--- src/rtl/sevenseg_pkg.sv ---
// Shared constants for the eight-digit seven-segment scanner: digit count,
// slot-state encoding and the active-high hex glyph table (bit 0 = segment a).
package sevenseg_pkg;

    localparam int unsigned NUM_DIGITS = 8;

    typedef enum logic {
        SLOT_BLANK = 1'b0,
        SLOT_ON    = 1'b1
    } slot_state_e;

    // Active-high glyphs for 0..F; segments a..g on bits 0..6.
    localparam logic [6:0] GLYPHS [16] = '{
        7'h3F, 7'h06, 7'h5B, 7'h4F, 7'h66, 7'h6D, 7'h7D, 7'h07,
        7'h7F, 7'h6F, 7'h77, 7'h7C, 7'h39, 7'h5E, 7'h79, 7'h71
    };

endpackage

--- src/rtl/hex_to_7seg.sv ---
// Combinational hex nibble to active-high seven-segment pattern.
module hex_to_7seg
    import sevenseg_pkg::*;
(
    input  logic [3:0] i_nibble,
    output logic [6:0] o_seg
);

    // Straight table lookup.
    always_comb begin
        o_seg = GLYPHS[i_nibble];
    end

endmodule

--- src/rtl/sevenseg_scan.sv ---
// Eight-digit multiplexed seven-segment driver. Each digit gets a slot of
// top_cnt+1 cycles whose first BLANK_CYCLES keep all anodes off. New digit
// values are staged by load and only become active at a frame boundary.
module sevenseg_scan
    import sevenseg_pkg::*;
#(
    parameter int unsigned CLK_FREQUENCY_HZ       = 50_000_000,
    parameter int unsigned DIGIT_FREQUENCY_HZ     = 1000,
    parameter int unsigned BLANK_CYCLES           = 16,
    parameter int unsigned SIMULATE               = 0,
    parameter int unsigned SIMULATE_FREQUENCY_CNT = 5,
    parameter int unsigned CNTR_WIDTH             = 32
) (
    input  logic                    clk,
    input  logic                    rst,
    input  logic                    load,
    input  logic [4*NUM_DIGITS-1:0] digits_in,
    input  logic [NUM_DIGITS-1:0]   dp_in,
    input  logic [NUM_DIGITS-1:0]   blank_in,
    output logic                    upd_pending,
    output logic                    upd_done,
    output logic [NUM_DIGITS-1:0]   an_n,
    output logic [6:0]              seg_n,
    output logic                    dp_n
);

    localparam int unsigned TOP_CNT = (SIMULATE != 0) ? SIMULATE_FREQUENCY_CNT
                                                      : CLK_FREQUENCY_HZ / DIGIT_FREQUENCY_HZ - 1;
    localparam logic [CNTR_WIDTH-1:0] TOP_CNT_W = CNTR_WIDTH'(TOP_CNT);
    localparam logic [CNTR_WIDTH-1:0] BLANK_W   = CNTR_WIDTH'(BLANK_CYCLES);
    // A blank window longer than the slot keeps the digit dark for good.
    localparam bit          ALWAYS_BLANK = (BLANK_CYCLES > TOP_CNT);
    localparam slot_state_e RST_STATE    = (ALWAYS_BLANK || BLANK_CYCLES > 0) ? SLOT_BLANK
                                                                              : SLOT_ON;

    logic [CNTR_WIDTH-1:0]   r_slot_cnt;
    logic [2:0]              r_index;
    slot_state_e             r_state;
    slot_state_e             w_state_d;
    logic [CNTR_WIDTH-1:0]   w_slot_next;
    logic                    w_slot_last;
    logic                    w_frame_end;

    logic [4*NUM_DIGITS-1:0] r_stg_digits, r_act_digits;
    logic [NUM_DIGITS-1:0]   r_stg_dp, r_act_dp;
    logic [NUM_DIGITS-1:0]   r_stg_blank, r_act_blank;
    logic                    r_upd_pending, r_upd_done;

    logic [3:0]              w_nibble;
    logic [6:0]              w_glyph;
    logic [NUM_DIGITS-1:0]   w_an_d;
    logic [6:0]              w_seg_d;
    logic                    w_dp_d;
    logic [NUM_DIGITS-1:0]   r_an_n;
    logic [6:0]              r_seg_n;
    logic                    r_dp_n;

    assign w_slot_last = (r_slot_cnt == TOP_CNT_W);
    assign w_frame_end = w_slot_last && (r_index == 3'd7);
    assign w_slot_next = w_slot_last ? '0 : r_slot_cnt + CNTR_WIDTH'(1);
    assign w_nibble    = r_act_digits[{r_index, 2'b00} +: 4];

    hex_to_7seg u_hex (
        .i_nibble (w_nibble),
        .o_seg    (w_glyph)
    );

    // Slot counter, digit index and slot-state register.
    always_ff @(posedge clk) begin
        if (rst) begin
            r_slot_cnt <= '0;
            r_index    <= 3'd0;
            r_state    <= RST_STATE;
        end else begin
            r_slot_cnt <= w_slot_next;
            r_state    <= w_state_d;
            if (w_slot_last) begin
                r_index <= r_index + 3'd1;
            end
        end
    end

    // Next slot state and the pin values implied by the current slot.
    always_comb begin
        w_state_d = r_state;
        w_an_d    = '1;
        w_seg_d   = 7'h7F;
        w_dp_d    = 1'b1;
        unique case (r_state)
            SLOT_BLANK: ;
            SLOT_ON: begin
                // Segments stay dark whenever the anode is off to avoid ghosting.
                if (!r_act_blank[r_index]) begin
                    w_an_d  = ~(NUM_DIGITS'(1) << r_index);
                    w_seg_d = ~w_glyph;
                    w_dp_d  = ~r_act_dp[r_index];
                end
            end
            default: ;
        endcase
        if (ALWAYS_BLANK || (w_slot_next < BLANK_W)) begin
            w_state_d = SLOT_BLANK;
        end else begin
            w_state_d = SLOT_ON;
        end
    end

    // Staging capture and frame-boundary transfer; load beats the transfer.
    always_ff @(posedge clk) begin
        if (rst) begin
            r_stg_digits  <= '0;
            r_stg_dp      <= '0;
            r_stg_blank   <= '1;
            r_act_digits  <= '0;
            r_act_dp      <= '0;
            r_act_blank   <= '1;
            r_upd_pending <= 1'b0;
            r_upd_done    <= 1'b0;
        end else begin
            r_upd_done <= 1'b0;
            if (load) begin
                r_stg_digits  <= digits_in;
                r_stg_dp      <= dp_in;
                r_stg_blank   <= blank_in;
                r_upd_pending <= 1'b1;
            end else if (w_frame_end && r_upd_pending) begin
                r_act_digits  <= r_stg_digits;
                r_act_dp      <= r_stg_dp;
                r_act_blank   <= r_stg_blank;
                r_upd_pending <= 1'b0;
                r_upd_done    <= 1'b1;
            end
        end
    end

    // Registered pins, one cycle behind the slot counter and index.
    always_ff @(posedge clk) begin
        if (rst) begin
            r_an_n  <= '1;
            r_seg_n <= 7'h7F;
            r_dp_n  <= 1'b1;
        end else begin
            r_an_n  <= w_an_d;
            r_seg_n <= w_seg_d;
            r_dp_n  <= w_dp_d;
        end
    end

    assign upd_pending = r_upd_pending;
    assign upd_done    = r_upd_done;
    assign an_n        = r_an_n;
    assign seg_n       = r_seg_n;
    assign dp_n        = r_dp_n;

endmodule

--- config.mk ---
export PLATFORM = sky130hd
export DESIGN_NAME = sevenseg_scan
export DESIGN_NICKNAME = d
export VERILOG_FILES = /design/src/rtl/sevenseg_pkg.sv /design/src/rtl/hex_to_7seg.sv /design/src/rtl/sevenseg_scan.sv
export SDC_FILE = /design/constraint.sdc
export NUM_CORES = 1
export LEC_CHECK = 0
export CAP_MARGIN = 20
export CORE_MARGIN = 2
export CORE_UTILIZATION = 51
export DETAILED_ROUTE_END_ITERATION = 10
export PLACE_DENSITY = 0.79
export SLEW_MARGIN = 20
export SYNTH_ARGS = -nofsm -noshare
export SYNTH_HDL_FRONTEND = slang
export SYNTH_HIERARCHICAL = 1
export SYNTH_SLANG_ARGS = --single-unit
--- constraint.sdc ---
create_clock -name clk -period 2.6 [get_ports clk]
set_input_delay 0.52 -clock clk [delete_from_list [all_inputs] [get_ports clk]]
set_output_delay 0.52 -clock clk [all_outputs]
set_load 0.01 [all_outputs]
# After elaboration in Yosys (flattened, before gate mapping)
# Memories as Yosys holds them, arrays and structs flattened.
# Index checks and enable logic that the tools add are counted.
# totals
out_inout_bits	18
n_memories	1
romBits	112
elab_cells	47
reg_bits	150
in_bits	51
# memory_table
memory	words	word_bits	read_ports	rd_clocked_by_memory_dff	wr	line	source
(name not given)	16	7	1	0	0	hex_to_7seg.sv:11	o_seg = GLYPHS[i_nibble];
# op_classes
eq_ne	2
mux	11
addsub	2
n_shift	2
n_lt_le_gt_ge	3
bitwise	6
reduce_logical	6
# op_table
op	n
32-bit by 1-bit adder with 32-bit output, second input constant	1
32-bit by 16-bit equality test with 1-bit output, second input constant	1
32-bit by 5-bit < comparator with 1-bit output, second input constant	1
32-bit 2-to-1 mux	1
32-bit by 6-bit indexed part select with 4-bit output	1
7-bit 2-to-1 mux	2
8-bit inverter	1
1-bit by 3-bit << shifter with 8-bit output, first input constant	1
7-bit inverter	1
1-bit binary-select mux with 3-bit select	2
1-bit 2-to-1 mux	6
5-bit >= comparator, second input constant	1
4-bit inverter with 5-bit output	1
3-bit by 4-bit < comparator with 1-bit output, second input constant	1
3-bit by 1-bit adder with 3-bit output, second input constant	1
3-bit equality test, second input constant	1
1-bit inverter	3
3-bit OR reduction	1
1-bit logical AND	2
2-bit AND reduction	1
2-bit nonzero test	1
2-bit OR reduction	1

# Logic depth before layout (Yosys ltp)
# logic_depth
depth_word	6
ltp_mapped	10

# Modules after synthesis
# Netlist, hierarchy kept.
# by_module_without_submodules
module	instances	area_each_um2	seq_area_each_um2	cells_per_inst
sevenseg_scan	1	6244.7	3002.9	690
hex_to_7seg	1	290.3	0.0	33

# Worst setup path after synthesis
# No wires, ideal clock.
# synth_path
path_type	flip-flop to flip-flop
startpoint	register r_index[0]
endpoint	register r_seg_n[3] (netlist: seg_n[3])
path_stages_with_launch	11
arrival_time_ns	2.745
setup_ns	0.061
setup_slack_ns	-0.206
period_less_slack_ns	2.806
path_buffers	2
cell_sequence	dfxtp_1 -> clkbuf_1 -> clkbuf_1 -> mux4_2 -> nand2_1 -> nand2_1 -> inv_1 -> ha_1 -> inv_1 -> mux4_1 -> nand2_1
# synth_between
elab_chain_cells	6
elab_cells_between_ends	9
classes_between	shift (1); mux (4); bitwise (2); reduce/logical (1); memory (1)
# synth_lines
element	line	source
start, declared	sevenseg_scan.sv:37	logic [2:0] r_index;
start signal, assigned	sevenseg_scan.sv:78	r_index <= r_index + 3'd1;
32-bit by 6-bit indexed part select with 4-bit output	sevenseg_scan.sv:61	assign w_nibble = r_act_digits[{r_index, 2'b00} +: 4];
net w_nibble[1]	sevenseg_scan.sv:49	logic [3:0] w_nibble;
4-bit inverter with 5-bit output (not written as such)	hex_to_7seg.sv:11	
memory read 16 x 7 bit	-	
7-bit 2-to-1 mux (not written as such) (2 in series)	hex_to_7seg.sv:11	
net w_glyph[3]	sevenseg_scan.sv:50	logic [6:0] w_glyph;
7-bit inverter	sevenseg_scan.sv:95	w_seg_d = ~w_glyph;
end signal, assigned	sevenseg_scan.sv:144	r_seg_n <= w_seg_d;
end, declared	sevenseg_scan.sv:55	logic [6:0] r_seg_n;
# The timed path passes the listed nets, and every way through them passes these cells. The select of a mux whose other input is x is not followed.
# A chain may end at the register's enable or synchronous reset.

# Final worst setup path
# layout_path
startpoint	register r_slot_cnt[11]
endpoint	register r_state
# layout_between
elab_chain_cells	4
elab_cells_between_ends	5
classes_between	add/sub (1); order compare (1); eq/ne (1); mux (2)
# layout_lines
element	line	source
start, declared	sevenseg_scan.sv:36	logic [CNTR_WIDTH-1:0] r_slot_cnt;
start signal, assigned	sevenseg_scan.sv:75	r_slot_cnt <= w_slot_next;
32-bit by 1-bit adder with 32-bit output / 32-bit by 16-bit equality test with 1-bit output (equally long branches)	sevenseg_scan.sv:60, sevenseg_scan.sv:58	
32-bit 2-to-1 mux *	sevenseg_scan.sv:60	assign w_slot_next = w_slot_last ? '0 : r_slot_cnt + CNTR_WIDTH'(1);
32-bit by 5-bit < comparator with 1-bit output *	sevenseg_scan.sv:101	if (ALWAYS_BLANK || (w_slot_next < BLANK_W)) begin
1-bit 2-to-1 mux *	sevenseg_scan.sv:101	
end signal, assigned	sevenseg_scan.sv:76	r_state <= w_state_d;
end, declared	sevenseg_scan.sv:38	slot_state_e r_state;
# Every way passes the cells marked *; elsewhere a longest branch is shown, timed or not.

==> impl_metrics.toml <==
[job]
maxCapViolations = 0

[logic_synthesis]
synthTopCellsByArea = "dfxtp_1 46%, nand2_1 8.2%, mux2i_1 7.0%"
yosysTopAreaCell = "dfxtp_1"
synthAdderAreaFrac_pct = 2.680
dominantRegCellSynth = "dfxtp_1"
ys_types = 52
yosysMostFrequentCell = "dfxtp_1"
syn_inst = 723
synth_top_area_share_pct = 45.95
synth_area_mm2 = 0.006535
ys_seq_elements = 150
ys_warn_count = 6
synth_mux_area_share_pct = 12.33
synth_compound_area_share_pct = 5.935
synth_edf_count = 0
postSynthAreaPerCell_um2 = 9.039
seq_area_frac_synth_pct = 45.95
synthArstFlopShare_pct = 0
ys_top_cells_by_count = "150 x dfxtp_1, 142 x nand2_1, 85 x nor2_1"
synth_top_family_by_area = "simple AND/OR/NAND/NOR gates"
synth-simple-area-share_pct = 24.20
synth_xor_area_share_pct = 4.557
syn_nets = 788

[detailed_routing]
drt-initial-drc-count = 574
wl_met1_um = 6630
wl_per_cell_um = 15.18
drt-pass1-iter-count = 5
wl_met3_um = 829
postRouteAntennaNets = 0
viasPerCell = 5.425
highest_layer = "met4"
wl_um = 14720
drc = 0
wl_met2_um = 7005
vias = 5262

[cells_and_area]
final_nets = 850
nFillCells = 1015
diodes = 0
area_growth_pct = 23.01
multiInputGateArea_mm2 = 0.003263
postLayoutCellArea_mm2 = 0.008039
drive_gt1_share_pct = 10.90
seq_area_mm2 = 0.003005

[hold_path]
hold_path.class = "input pin to flip-flop"

[pwr]
leakagePower_nw = 3.095
p_sw_w = 0.001115
pwr_density_cell_mw_per_mm2 = 646.7
p_int_w = 0.004084
p_seq_share_pct = 45.8
switching_share_pct = 21.44
pwr-share-clk_pct = 50.0
peakVddDrop_mv = 0.4960
pwr-share-comb_pct = 4.2

[critical_path]
arrival_ns = 2.71
cpMostUsedCell = "nand4_1"
worstPathRequired_ns = 2.88
cp_max_fo = 6
crit_path_end_kind = "flip-flop"
path_class = "flip-flop to flip-flop"
critPathLaunchType = "flip-flop"
cp_cell_sequence = "nand4_1, buf_4, nor4_4, nand4_1, mux2i_1, nand4_1, nor4_2, o22ai_1"
critPathSlowestCell = "dfxtp_1"
slowest_delay_ns = 0.44

[clocking]
numCtsBuffers = 17
clk_pin_slew_ns = 0.06
cts_tree = "built"
clock_latency_ns = 0.43
cts_max_level = 4
clkSinkCount = 150
cts-root-buf = "clkbuf_16"
clock_path_buffers = 2
hold_buffers = 0

[floorplan]
ios = 69
die_x_um = 117.2
initial_core_util_pct = 52.00
die_area_mm2 = 0.01373
die_height_um = 117.2
rows = 41
core_area_mm2 = 0.01257

[sta]
rsz0062_at_grt = "false"
fin_crit_sh_pct = 93.52
tightest_slew_ns = 0.8341
setup_viol = 0
relSlewSlack_pct = 44.39
finalHoldViolCount = 0
layout_min_cycle_time_ns = 2.431
clock_skew_ns = 0.008079
finalSetupTns_ns = 0
maxSlewViolCount = 0
fmax_ghz = 0.4113

[placed_design]
io_buffers = 68
place_congestion = 0.9793
dpl_cell_area_mm2 = 0.007386
dp_hpwl_um = 10090

[grt]
grt.total_usage_pct = 22.39
grt_max_degree = 62
grt_pass1_wl_um = 23760
grt_pass1_vias = 4941
antenna_found_initial = 0
grt_overflow_total = 0

[status]
status = "complete, no violations"
## worst paths after layout
path	slack, ns	depth (start not counted)	to	from
worst max-delay path	0.17	8	r_state$_SDFF_PP0_	r_slot_cnt[11]$_SDFF_PP0_
worst min-delay path	0.42	4	upd_done$_SDFF_PP0_	load
worst max register to register	0.17	8	r_state$_SDFF_PP0_	r_slot_cnt[11]$_SDFF_PP0_
worst min register to register	0.45	2	r_act_dp[1]$_SDFFE_PP0P_	r_act_dp[1]$_SDFFE_PP0P_
## area by class of cell
cell class | instances | area share [%]
tap | 172 | 2.677
sequential | 150 | 37.39
clock buffer | 17 | 5.292
timing repair buffer | 93 | 11.02
multi-input combinational | 512 | 40.59
inverter | 11 | 0.5136
clock inverter | 15 | 2.521
## flip-flops by register name (all words and copies together) (netlist names)
register and flops:
r_stg_digits 32, r_index 3, r_act_digits 32, dp_n 1, an_n 8, upd_done 1
r_act_dp 8, r_slot_cnt 32, r_stg_dp 8, r_act_blank 8, upd_pending 1, r_state 1
r_stg_blank 8, seg_n 7
## layer usage
layer	up-vias	GRT usage, %
li1	2587	-
met1	2469	29.29
met2	179	36.32
met3	27	5.252
met4	0	8.235
met5	-	0
## critical path, delay by kind of cell, from the launching register on
family / cells / cell delay, ns
DFF: 1 / 0.44
AOI/OAI and AO/OA: 1 / 0.15
muxes: 1 / 0.21
buffers and inverters: 1 / 0.22
and+or+nand+nor: 5 / 1.26
## placed cells by master, fill, tap and decap left out, types with 3 or more instances in the layout
cell	n
mux2_2	3
nand2_1	142
or2_2	3
clkbuf_16	17
mux2i_1	46
nor3_1	10
clkinvlp_4	4
dfxtp_1	148
nor2_1	85
xor2_1	21
nor4b_1	4
inv_1	10
mux4_2	12
nand4_1	19
nand3b_1	9
nor4_1	8
xnor2_1	13
ha_1	14
bufinv_16	4
buf_4	24
nand3_1	22
and4_1	3
clkdlybuf4s50_1	66
nor4_4	3
a211o_1	8
clkinv_2	3
a21oi_1	45
and3_1	5
nor2b_1	12
## per-stage QoR
stage | setup slack [ns] | std cells | utilization, % | hold slack (ns) | power, W
finish | 0.1685 | 970 | 63.96 | 0.4215 | 0.005199
floorplan | 0.05380 | 723 | - | 0.4286 | 0.002539
global route | 0.03447 | 970 | 63.96 | 0.4576 | 0.005361
CTS | 0.03965 | 969 | 63.76 | 0.4062 | 0.005244
global placement | 0.3396 | 937 | 58.77 | 0.4373 | 0.002640
detailed placement | 0.2422 | 937 | 58.77 | 0.4468 | 0.002650
## power by group through the flow
stage	Combinational [W]	Sequential (W)	Clock, W
finish	0.000219	0.00238	0.00260
CTS	0.000222	0.00238	0.00264
detailed placement	0.000220	0.00243	0
global route	0.000240	0.00238	0.00274
global placement	0.000213	0.00243	0
floorplan	0.000119	0.00242	0
## what timing repair did
item	in CTS	in global routing
gates resized for setup	0	4
endpoints found under the setup margin	0	1
buffers inserted	0	1
## logic make-up (layout without fill, tap and decap cells)
family | Yosys count | after routing
compound gates | 65 | 65
xor+xnor | 34 | 34
fa+ha+maj | 14 | 14
buf+inv | 61 | 136
flops | 150 | 150
mux | 63 | 63
simple gates | 336 | 336
Power figures use the tool's default switching activity.
